--- src/rtl/firebird7_in_gate1_tessent_data_mux_pkg.sv ---
// Shared types and helpers for the gate1 IJTAG/functional data mux.
package firebird7_in_gate1_tessent_data_mux_pkg;

  typedef enum logic {STABLE, HOLD} state_e;

  localparam int unsigned SettleCntW = 8;

  // Out-of-range selects fall back to the functional path (0).
  function automatic int unsigned sel_decode(input int unsigned sel, input int unsigned num_ch);
    return (sel > num_ch) ? 0 : sel;
  endfunction

endpackage

--- src/rtl/firebird7_in_gate1_tessent_data_mux_settle_ctrl.sv ---
// Source-switch sequencer: freezes the mux for a settle window before committing a new select.
module firebird7_in_gate1_tessent_data_mux_settle_ctrl
  import firebird7_in_gate1_tessent_data_mux_pkg::*;
#(
  parameter int unsigned SETTLE_CYCLES = 2,
  parameter int unsigned SEL_W         = 2
) (
  input  logic             ijtag_tck,
  input  logic             ijtag_reset,
  input  logic [SEL_W-1:0] i_eff_sel,
  output logic [SEL_W-1:0] o_active_sel,
  output logic             o_switching,
  output logic             o_load_en,
  output logic [SEL_W-1:0] o_load_sel
);

  localparam logic [SettleCntW-1:0] SettleLoad =
      (SETTLE_CYCLES > 0) ? SettleCntW'(SETTLE_CYCLES - 1) : '0;

  state_e                r_state, w_state_d;
  logic [SEL_W-1:0]      r_active_sel, w_active_sel_d;
  logic [SEL_W-1:0]      r_target, w_target_d;
  logic [SettleCntW-1:0] r_cnt, w_cnt_d;

  always_comb begin
    w_state_d      = r_state;
    w_active_sel_d = r_active_sel;
    w_target_d     = r_target;
    w_cnt_d        = r_cnt;
    o_load_en      = 1'b0;
    case (r_state)
      STABLE: begin
        o_load_en = 1'b1;
        if (i_eff_sel != r_active_sel) begin
          if (SETTLE_CYCLES == 0) begin
            w_active_sel_d = i_eff_sel;
          end else begin
            o_load_en  = 1'b0;
            w_state_d  = HOLD;
            w_cnt_d    = SettleLoad;
            w_target_d = i_eff_sel;
          end
        end
      end
      HOLD: begin
        // Returning to the current source cancels the switch outright.
        if (i_eff_sel == r_active_sel) begin
          w_state_d = STABLE;
        end else if (i_eff_sel != r_target) begin
          w_target_d = i_eff_sel;
          w_cnt_d    = SettleLoad;
        end else if (r_cnt == '0) begin
          w_active_sel_d = r_target;
          w_state_d      = STABLE;
          o_load_en      = 1'b1;
        end else begin
          w_cnt_d = r_cnt - 1'b1;
        end
      end
      default: w_state_d = STABLE;
    endcase
  end

  always_ff @(posedge ijtag_tck) begin
    if (ijtag_reset) begin
      r_state      <= STABLE;
      r_active_sel <= '0;
      r_target     <= '0;
      r_cnt        <= '0;
    end else begin
      r_state      <= w_state_d;
      r_active_sel <= w_active_sel_d;
      r_target     <= w_target_d;
      r_cnt        <= w_cnt_d;
    end
  end

  assign o_active_sel = r_active_sel;
  assign o_switching  = (r_state == HOLD);
  assign o_load_sel   = w_active_sel_d;

endmodule

--- src/rtl/firebird7_in_gate1_tessent_data_mux_sync.sv ---
// Registered glitch-free mux between functional data and NUM_CH IJTAG sources.
// Optional TDR readback capture register enabled by TESSENT_DATA_MUX_CAPTURE_EN.
module firebird7_in_gate1_tessent_data_mux_sync
  import firebird7_in_gate1_tessent_data_mux_pkg::*;
#(
  parameter int unsigned WIDTH         = 3,
  parameter int unsigned NUM_CH        = 2,
  parameter int unsigned SETTLE_CYCLES = 2,
  parameter int unsigned SEL_W         = $clog2(NUM_CH + 1)
) (
  input  logic                    ijtag_tck,
  input  logic                    ijtag_reset,
`ifdef TESSENT_DATA_MUX_CAPTURE_EN
  input  logic                    ijtag_capture,
  output logic [WIDTH-1:0]        capture_data,
`endif
  input  logic [SEL_W-1:0]        ijtag_select,
  input  logic [WIDTH-1:0]        functional_data_in,
  input  logic [NUM_CH*WIDTH-1:0] ijtag_data_in,
  output logic [WIDTH-1:0]        data_out,
  output logic [SEL_W-1:0]        active_sel,
  output logic                    switching,
  output logic                    sel_err
);

  logic [SEL_W-1:0] w_eff_sel, w_load_sel;
  logic             w_load_en, w_sel_oor;
  logic [WIDTH-1:0] w_src [NUM_CH+1];
  logic [WIDTH-1:0] r_data;
  logic             r_sel_err;

  always_comb begin
    w_sel_oor = (32'(ijtag_select) > NUM_CH);
    w_eff_sel = SEL_W'(sel_decode(32'(ijtag_select), NUM_CH));
  end

  always_comb begin
    w_src[0] = functional_data_in;
    for (int c = 0; c < NUM_CH; c++) begin
      w_src[c+1] = ijtag_data_in[c*WIDTH +: WIDTH];
    end
  end

  firebird7_in_gate1_tessent_data_mux_settle_ctrl #(
    .SETTLE_CYCLES(SETTLE_CYCLES),
    .SEL_W        (SEL_W)
  ) u_settle_ctrl (
    .ijtag_tck   (ijtag_tck),
    .ijtag_reset (ijtag_reset),
    .i_eff_sel   (w_eff_sel),
    .o_active_sel(active_sel),
    .o_switching (switching),
    .o_load_en   (w_load_en),
    .o_load_sel  (w_load_sel)
  );

  always_ff @(posedge ijtag_tck) begin
    if (ijtag_reset) begin
      r_data    <= '0;
      r_sel_err <= 1'b0;
    end else begin
      r_sel_err <= w_sel_oor;
      if (w_load_en) begin
        r_data <= w_src[w_load_sel];
      end
    end
  end

  assign data_out = r_data;
  assign sel_err  = r_sel_err;

`ifdef TESSENT_DATA_MUX_CAPTURE_EN
  logic [WIDTH-1:0] r_capture;

  always_ff @(posedge ijtag_tck) begin
    if (ijtag_reset) begin
      r_capture <= '0;
    end else if (ijtag_capture) begin
      r_capture <= functional_data_in;
    end
  end

  assign capture_data = r_capture;
`else
  // Readback capture is compiled out; no extra state in this build.
`endif

endmodule
--- config.mk ---
export PLATFORM = sky130hd
export DESIGN_NAME = firebird7_in_gate1_tessent_data_mux_sync
export DESIGN_NICKNAME = d
export VERILOG_FILES = /design/src/rtl/firebird7_in_gate1_tessent_data_mux_pkg.sv /design/src/rtl/firebird7_in_gate1_tessent_data_mux_settle_ctrl.sv /design/src/rtl/firebird7_in_gate1_tessent_data_mux_sync.sv
export SDC_FILE = /design/constraint.sdc
export NUM_CORES = 1
export LEC_CHECK = 0
export CORE_MARGIN = 2
export CORE_UTILIZATION = 32
export CTS_CLUSTER_SIZE = 40
export DETAILED_ROUTE_END_ITERATION = 6
export GPL_ROUTABILITY_DRIVEN = 0
export HOLD_SLACK_MARGIN = 0.02
export PLACE_DENSITY_LB_ADDON = 0.15
export SLEW_MARGIN = 30
export SYNTH_ARGS = -nofsm -noshare
export SYNTH_HDL_FRONTEND = slang
export SYNTH_HIERARCHICAL = 1
export SYNTH_SLANG_ARGS = --single-unit
--- constraint.sdc ---
create_clock -name ijtag_tck -period 3.35 [get_ports ijtag_tck]
set_input_delay 0.5025 -clock ijtag_tck [delete_from_list [all_inputs] [get_ports ijtag_tck]]
set_output_delay 0.5025 -clock ijtag_tck [all_outputs]
set_load 0.01 [all_outputs]
==> flow_summary.json <==
{
  "final_antenna_net_count": 0,
  "drt_iter0_markers": 13,
  "routed_wire_length_per_instance_um": 12.5,
  "async_reset_ff_share_pct": 0,
  "leakagePower_nw": 0.437,
  "proportion_of_power_drawn_by_the_clock_network_pct": 24.0,
  "worst_ep_arrival_time_ns": 2.91,
  "area.sequential_um2": 340,
  "yosysSeqAreaShare_pct": 36.0,
  "max_cap_viol_count": 0,
  "path_clk_slew_ns": 0.10,
  "post_synth_num_cell_types": 37,
  "grt.overflow.total": 0,
  "instances_no_fill": 163,
  "synth-xor-area-share_pct": 3.71,
  "power.combinational.fraction_pct": 25.8,
  "rsz_0062_raised_after_global_routing": "no",
  "p_int_mw": 0.322,
  "synth_top_area_share_pct": 36.0,
  "design_power_total_mw": 0.454,
  "post-place-cells": 159,
  "layout_worst_path_cycle_share_pct": 81.2,
  "hold_buffers": 0,
  "synth_simple_gate_area_share_pct": 30.3,
  "groute.usage.overall_pct": 13.4,
  "finalNetCount": 148,
  "finalWorstPathRequiredPeriod_ns": 2.72,
  "critPathRequiredTime_ns": 3.54,
  "timing.critical_path.slowest_stage_cell": "clkdlybuf4s50_1",
  "vias": 883,
  "effective_utilization_at_floorplan_pct": 34.0,
  "tritoncts.num_buffers": 3,
  "timing_max_transition_violations_final": 0,
  "placement.io_buffers": 19,
  "grt_pass1_wl_um": 3560,
  "cts-root-buf": "clkbuf_4",
  "number_of_enable_flip_flop_cells_after_synthesis": 0,
  "row_count": 19,
  "htree_num_levels": 1,
  "postSynth.topFlopCell": "dfxtp_1",
  "cts.path.max_buffers": 2,
  "switchingPower_mw": 0.132,
  "synth_area_leader_cell": "dfxtp_1",
  "multi_input_area_um2": 558,
  "number_of_setup_violations_in_the_final_report": 0,
  "ir_drop_uv": 191,
  "synth_fp_nets": 127,
  "critical_path.startpoint_type": "primary input",
  "per_instance_average_area_after_synthesis_um2": 8.43,
  "grt_antenna_before_repair": 0,
  "share_of_post_route_cells_with_drive_strength_above_1_pct": 8.33,
  "run_status": "completed",
  "slowest_stage_delay_cp_ns": 0.49,
  "drt_drc_violations_left": 0,
  "critical_path_cell_by_cell": "clkdlybuf4s50_1, nor2b_1, xor2_1, o2111ai_1, or3_1, nand2_1, mux2i_1, or2_0, a311oi_1",
  "muxShareOfSynthArea_pct": 3.18,
  "timing.setup.tns_ns": 0,
  "reg2reg_slack_ns": 0.82,
  "worst_hold_path_type": "reg2reg",
  "cts_post_setup_buffers_inserted": 0,
  "route.detailed.vias_per_inst": 5.42,
  "synth_compound_area_share_pct": 19.2,
  "synthTopCellsByCount": "17 x dfxtp_1, 11 x a21oi_1, 11 x nand2_1",
  "timing.final.hold_violations": 0,
  "synth_adder_area_share_pct": 2.65,
  "route.final.wire_length_um": 2040,
  "tritoncts_clock_tree": "done",
  "power.switching_fraction_pct": 29.0,
  "timing.clock.skew_ns": 0.00504,
  "tightest_slew_ns": 0.507,
  "synthCells": 112,
  "synthMostInstantiatedCell": "dfxtp_1",
  "clock_latency_ns": 0.28,
  "die_x_um": 58.3,
  "fmax_mhz": 368,
  "largest_family_of_logic_cells_by_synthesized_area": "simple AND/OR/NAND/NOR gates",
  "layout_filler_cell_count": 278,
  "ys_top_cells_by_area": "dfxtp_1 36%, a21oi_1 5.8%, or4_1 4.8%, nand2_1 4.4%, o31ai_1 4.0%",
  "seq_power_share_pct": 50.2,
  "core_area_um2": 2780,
  "synth.cell_area_um2": 945,
  "grt_pass1_vias": 813,
  "crit_fanout": 5,
  "cts_repair_resize_count": 0,
  "pin_count_of_the_biggest_net_entering_global_routing": 17,
  "area_growth_syn_to_layout_pct": 26.1,
  "worst-setup-path-type": "in2reg",
  "fp.dieArea_um2": 3400,
  "worstSetupEndpointType": "flip-flop",
  "slew_headroom_pct": 66.1,
  "detailedRoute.firstPassIterationCount": 4,
  "post-route-util_pct": 42.8,
  "ys.warnings.count": 6,
  "ioPinCount": 20,
  "die_y_um": 58.3,
  "dpl.hpwl_um": 1570,
  "clkSinkCount": 17,
  "postSynthRegisterBits": 17,
  "antenna_cells_inserted": 0,
  "power_density_nw_per_um2": 381
}
## final timing paths
kind / end / depth (start not counted) / start
setup reg to reg: data_out[1]$_SDFFE_PP0P_ / 9 / u_settle_ctrl/r_cnt[0]$_SDFFE_PP0P_
setup / recovery: data_out[1]$_SDFFE_PP0P_ / 9 / ijtag_select[1]
hold reg to reg: data_out[0]$_SDFFE_PP0P_ / 2 / data_out[0]$_SDFFE_PP0P_
hold / removal: data_out[0]$_SDFFE_PP0P_ / 2 / data_out[0]$_SDFFE_PP0P_
## per-stage QoR
step / worst slack (ns) / instance area, um^2 / hold WS (ns)
6_report: 0.630 / 1190 / 0.486
5_1_grt: 0.327 / 1190 / 0.519
4_1_cts: 0.644 / 1190 / 0.493
3_5_place_dp: 0.357 / 1160 / 0.478
3_3_place_gp: 0.422 / 1160 / 0.472
2_1_floorplan: 1.02 / 945 / 0.456
## power groups by stage
stage | combinational (mW) | sequential, mW | clock [mW]
CTS | 0.117 | 0.228 | 0.115
finish | 0.117 | 0.228 | 0.109
floorplan | 0.0730 | 0.233 | 0
global placement | 0.114 | 0.232 | 0
detailed placement | 0.117 | 0.233 | 0
global route | 0.132 | 0.230 | 0.124
## cells by family (layout without fill, tap and decap cells)
kind of cell	after synthesis	after routing
fa+ha+maj	2	2
xor+xnor	4	4
simple gates	47	47
buf+inv	11	31
flops	17	17
mux	3	3
compound gates	28	28
## metal layers
metal / GRT usage [%] / routed length, um
met1: 17.3 / 995
met2: 22.0 / 949
met3: 2.64 / 68
met4: 5.32 / 30
met5: 0 / 0
## worst max-delay path: cells and delay by family
family          cells  cell delay (ns)
compound gates      2             0.50
simple gates        4             1.05
buf+inv             1             0.49
mux                 1             0.09
xor+xnor            1             0.27
## cells in the final DEF, fill, tap and decap left out, types with 2 or more instances in the layout
cell type	n
nor2_1	7
a311oi_1	3
nand2_1	11
nor2b_1	2
buf_4	2
xnor2_1	2
or2_0	3
a21oi_1	11
or3_2	2
or3_1	3
dfxtp_1	17
xor2_1	2
o21ai_0	4
mux2i_1	3
o31ai_1	5
or4_1	6
ha_1	2
inv_1	6
clkdlybuf4s50_1	19
clkbuf_4	3
nor3_1	2
## final cells by class
| cell class | count | share of cell area [%] |
|---|---|---|
| clock buffer | 4 | 2.21 |
| inverter | 6 | 1.89 |
| multi-input combinational | 84 | 46.8 |
| sequential | 17 | 28.6 |
| tap | 31 | 3.26 |
| timing repair buffer | 21 | 17.2 |
## registers in the layout, summed over array words and instances, names as in the netlist
name	count
u_settle_ctrl/r_target	2
u_settle_ctrl/o_active_sel	2
u_settle_ctrl/o_switching	1
data_out	3
u_settle_ctrl/r_cnt	8
sel_err	1
Note: power is estimated with default switching activity, not from simulation.
==> patch, RTL diff (same flow settings) <==
Add a define of `TESSENT_DATA_MUX_CAPTURE_EN`.
--- a/src/rtl/firebird7_in_gate1_tessent_data_mux_sync.sv
+++ b/src/rtl/firebird7_in_gate1_tessent_data_mux_sync.sv
@@ -1,5 +1,7 @@
 // Registered glitch-free mux between functional data and NUM_CH IJTAG sources.
 // Optional TDR readback capture register enabled by TESSENT_DATA_MUX_CAPTURE_EN.
+`define TESSENT_DATA_MUX_CAPTURE_EN
+
 module firebird7_in_gate1_tessent_data_mux_sync
   import firebird7_in_gate1_tessent_data_mux_pkg::*;
 #(
Ports: changed (added capture_data and ijtag_capture); port bits go from 20 to 24. No check against the original RTL was run, so the function may have changed too.
==> patch against the unedited design <==
Design area is 16% higher; setup slack better by 0.028 ns; count of clock-buffer cells in the layout is 1 lower; die area is 10% higher; area after synthesis is 11% higher; power is 31% higher; critical endpoint is now data_out[2]$_SDFFE_PP0P_; sequential power is 18% higher; sequential cell count is 3 higher; wire length is 17% higher; clock power is 82% higher; cell count is 17% higher; synthesized cell count is 8.0% higher.
==> patch: results (changes against the unedited design) <==
route:
  wire_per_inst_um: 12.6  # +0.52%
  route.detailed.drc: 0  # unchanged
  vias: 963  # +9.1%
  drt_iter0_drc: 105  # +92
critical_path:
  crit_family: "simple AND/OR/NAND/NOR gates"
  crit_slowest_cell: "clkdlybuf4s50_1"
  crit_type: "input pin to flip-flop"
  crit_fanout: 5  # unchanged
  cpPeakStageDelay_ns: 0.49  # about the same
timing:
  worst_slew_pin_slew_ns: 0.611  # +0.104 ns
  fin_skew_ns: 0.00472  # -0.000310 ns
global_route:
  grt_max_degree: 18  # +1
  grt_pass1_vias: 906  # +11%
  grt_pass1_wl_mm: 3.95  # +11%
  antenna_found_initial: 0  # unchanged
  grt_use_total_pct: 14.2  # +0.82 points
clock_tree:
  cts_buffer_depth: 2  # unchanged
  clkTransAtPathRegs_ns: 0.12  # +0.02 ns
  cts_root_buffer: "clkbuf_4"
  ctsResizeCount: 0  # unchanged
  cts_buffers: 3  # unchanged
  insertion_delay_ns: 0.30  # +0.02 ns
layout:
  antenna_cells: 0  # unchanged
  drive_gt1_share_pct: 8.90  # +0.57 points
  finalNetCount: 163  # +10%
  regMostFlops: "u_settle_ctrl/r_cnt"
  largest_reg_flops: 8  # unchanged
logic_synthesis:
  seq_area_frac_synth_pct: 38.3  # +2.3 points
  synth.net_count: 137  # +7.9%
  synth-async-reset-ratio_pct: 0  # unchanged
  synth_cell_types: 37  # unchanged
  yosys-top-cells-count: "20 x dfxtp_1, 11 x a21oi_1, 11 x nand2_1"
  ys_top_cells_by_area: "dfxtp_1 38%, mux2i_1 5.7%, a21oi_1 5.3%"
pwr:
  power_leakage_nw: 0.518  # +19%
  ir_drop_mv: 0.247  # +29%
place:
  dp_hpwl_mm: 1.83  # +16%
  port-buffer-count: 23  # +4
  place_ws_ns: 0.355  # -0.00227 ns
min_path:
  hold_path.class: "flip-flop to flip-flop"
status:
  status: "complete, no violations"
patch: kinds of logic (layout without fill, tap and decap cells):
kind of cell               Yosys count  after routing  share of synthesized area (%)
buffers and inverters               11             36                           4.43
muxes                                6              6                           5.74
adders and majority gates            2              2                           2.39
DFF                                 20             20                           38.3
xor gates and xnor gates             4              4                           3.35
AOI/OAI and AO/OA                   28             28                           17.3
and+or+nand+nor                     50             50                           28.5
patch: final timing paths:
kind,startpoint,slack (ns),end,cells after the start
hold / removal,u_settle_ctrl/r_target[0]$_SDFFE_PP0P_,0.50,u_settle_ctrl/r_target[0]$_SDFFE_PP0P_,2
setup reg to reg,u_settle_ctrl/r_cnt[0]$_SDFFE_PP0P_,0.77,data_out[2]$_SDFFE_PP0P_,9
hold reg to reg,u_settle_ctrl/r_target[0]$_SDFFE_PP0P_,0.50,u_settle_ctrl/r_target[0]$_SDFFE_PP0P_,2
setup / recovery,ijtag_select[1],0.66,data_out[2]$_SDFFE_PP0P_,9
patch: cell type report:
type	instances	area (um2)
clock buffers	3	22.5
flip-flops and latches	20	400
multi-input cells	90	599
fillers	303	1700
clock inverters	1	30.0
repair buffers	26	253
well taps	44	55.1
inverters	6	22.5
patch: metal layers:
| metal | vias to the layer above | global-route usage, % | part of all wire (%) |
|---|---|---|---|
| li1 | 495 | - | - |
| met3 | 2 | 5.46 | 6.6 |
| met1 | 441 | 17.7 | 46 |
| met4 | 0 | 5.28 | 0.79 |
| met2 | 25 | 22.3 | 47 |
| met5 | - | 0 | 0 |
patch: worst min-delay path: stages (launching register included):
cell	delay, ns
dfxtp_1	0.35
nand2_1	0.06
a21oi_1	0.05
patch: report_power, final:
part / internal [mW] / switching, mW
sequential: 0.253 / 0.0143
combinational: 0.0684 / 0.0624
clock: 0.121 / 0.0767
patch: per-stage QoR:
stage	power (mW)	cell area [um2]	instances	hold WS, ns	util [%]
CTS	0.605	1380	190	0.504	44.9
detailed placement	0.403	1330	186	0.483	43.2
floorplan	0.349	1050	121	0.456	-
finish	0.596	1380	190	0.501	44.9
global route	0.627	1380	190	0.514	44.9
global placement	0.400	1330	186	0.475	43.2
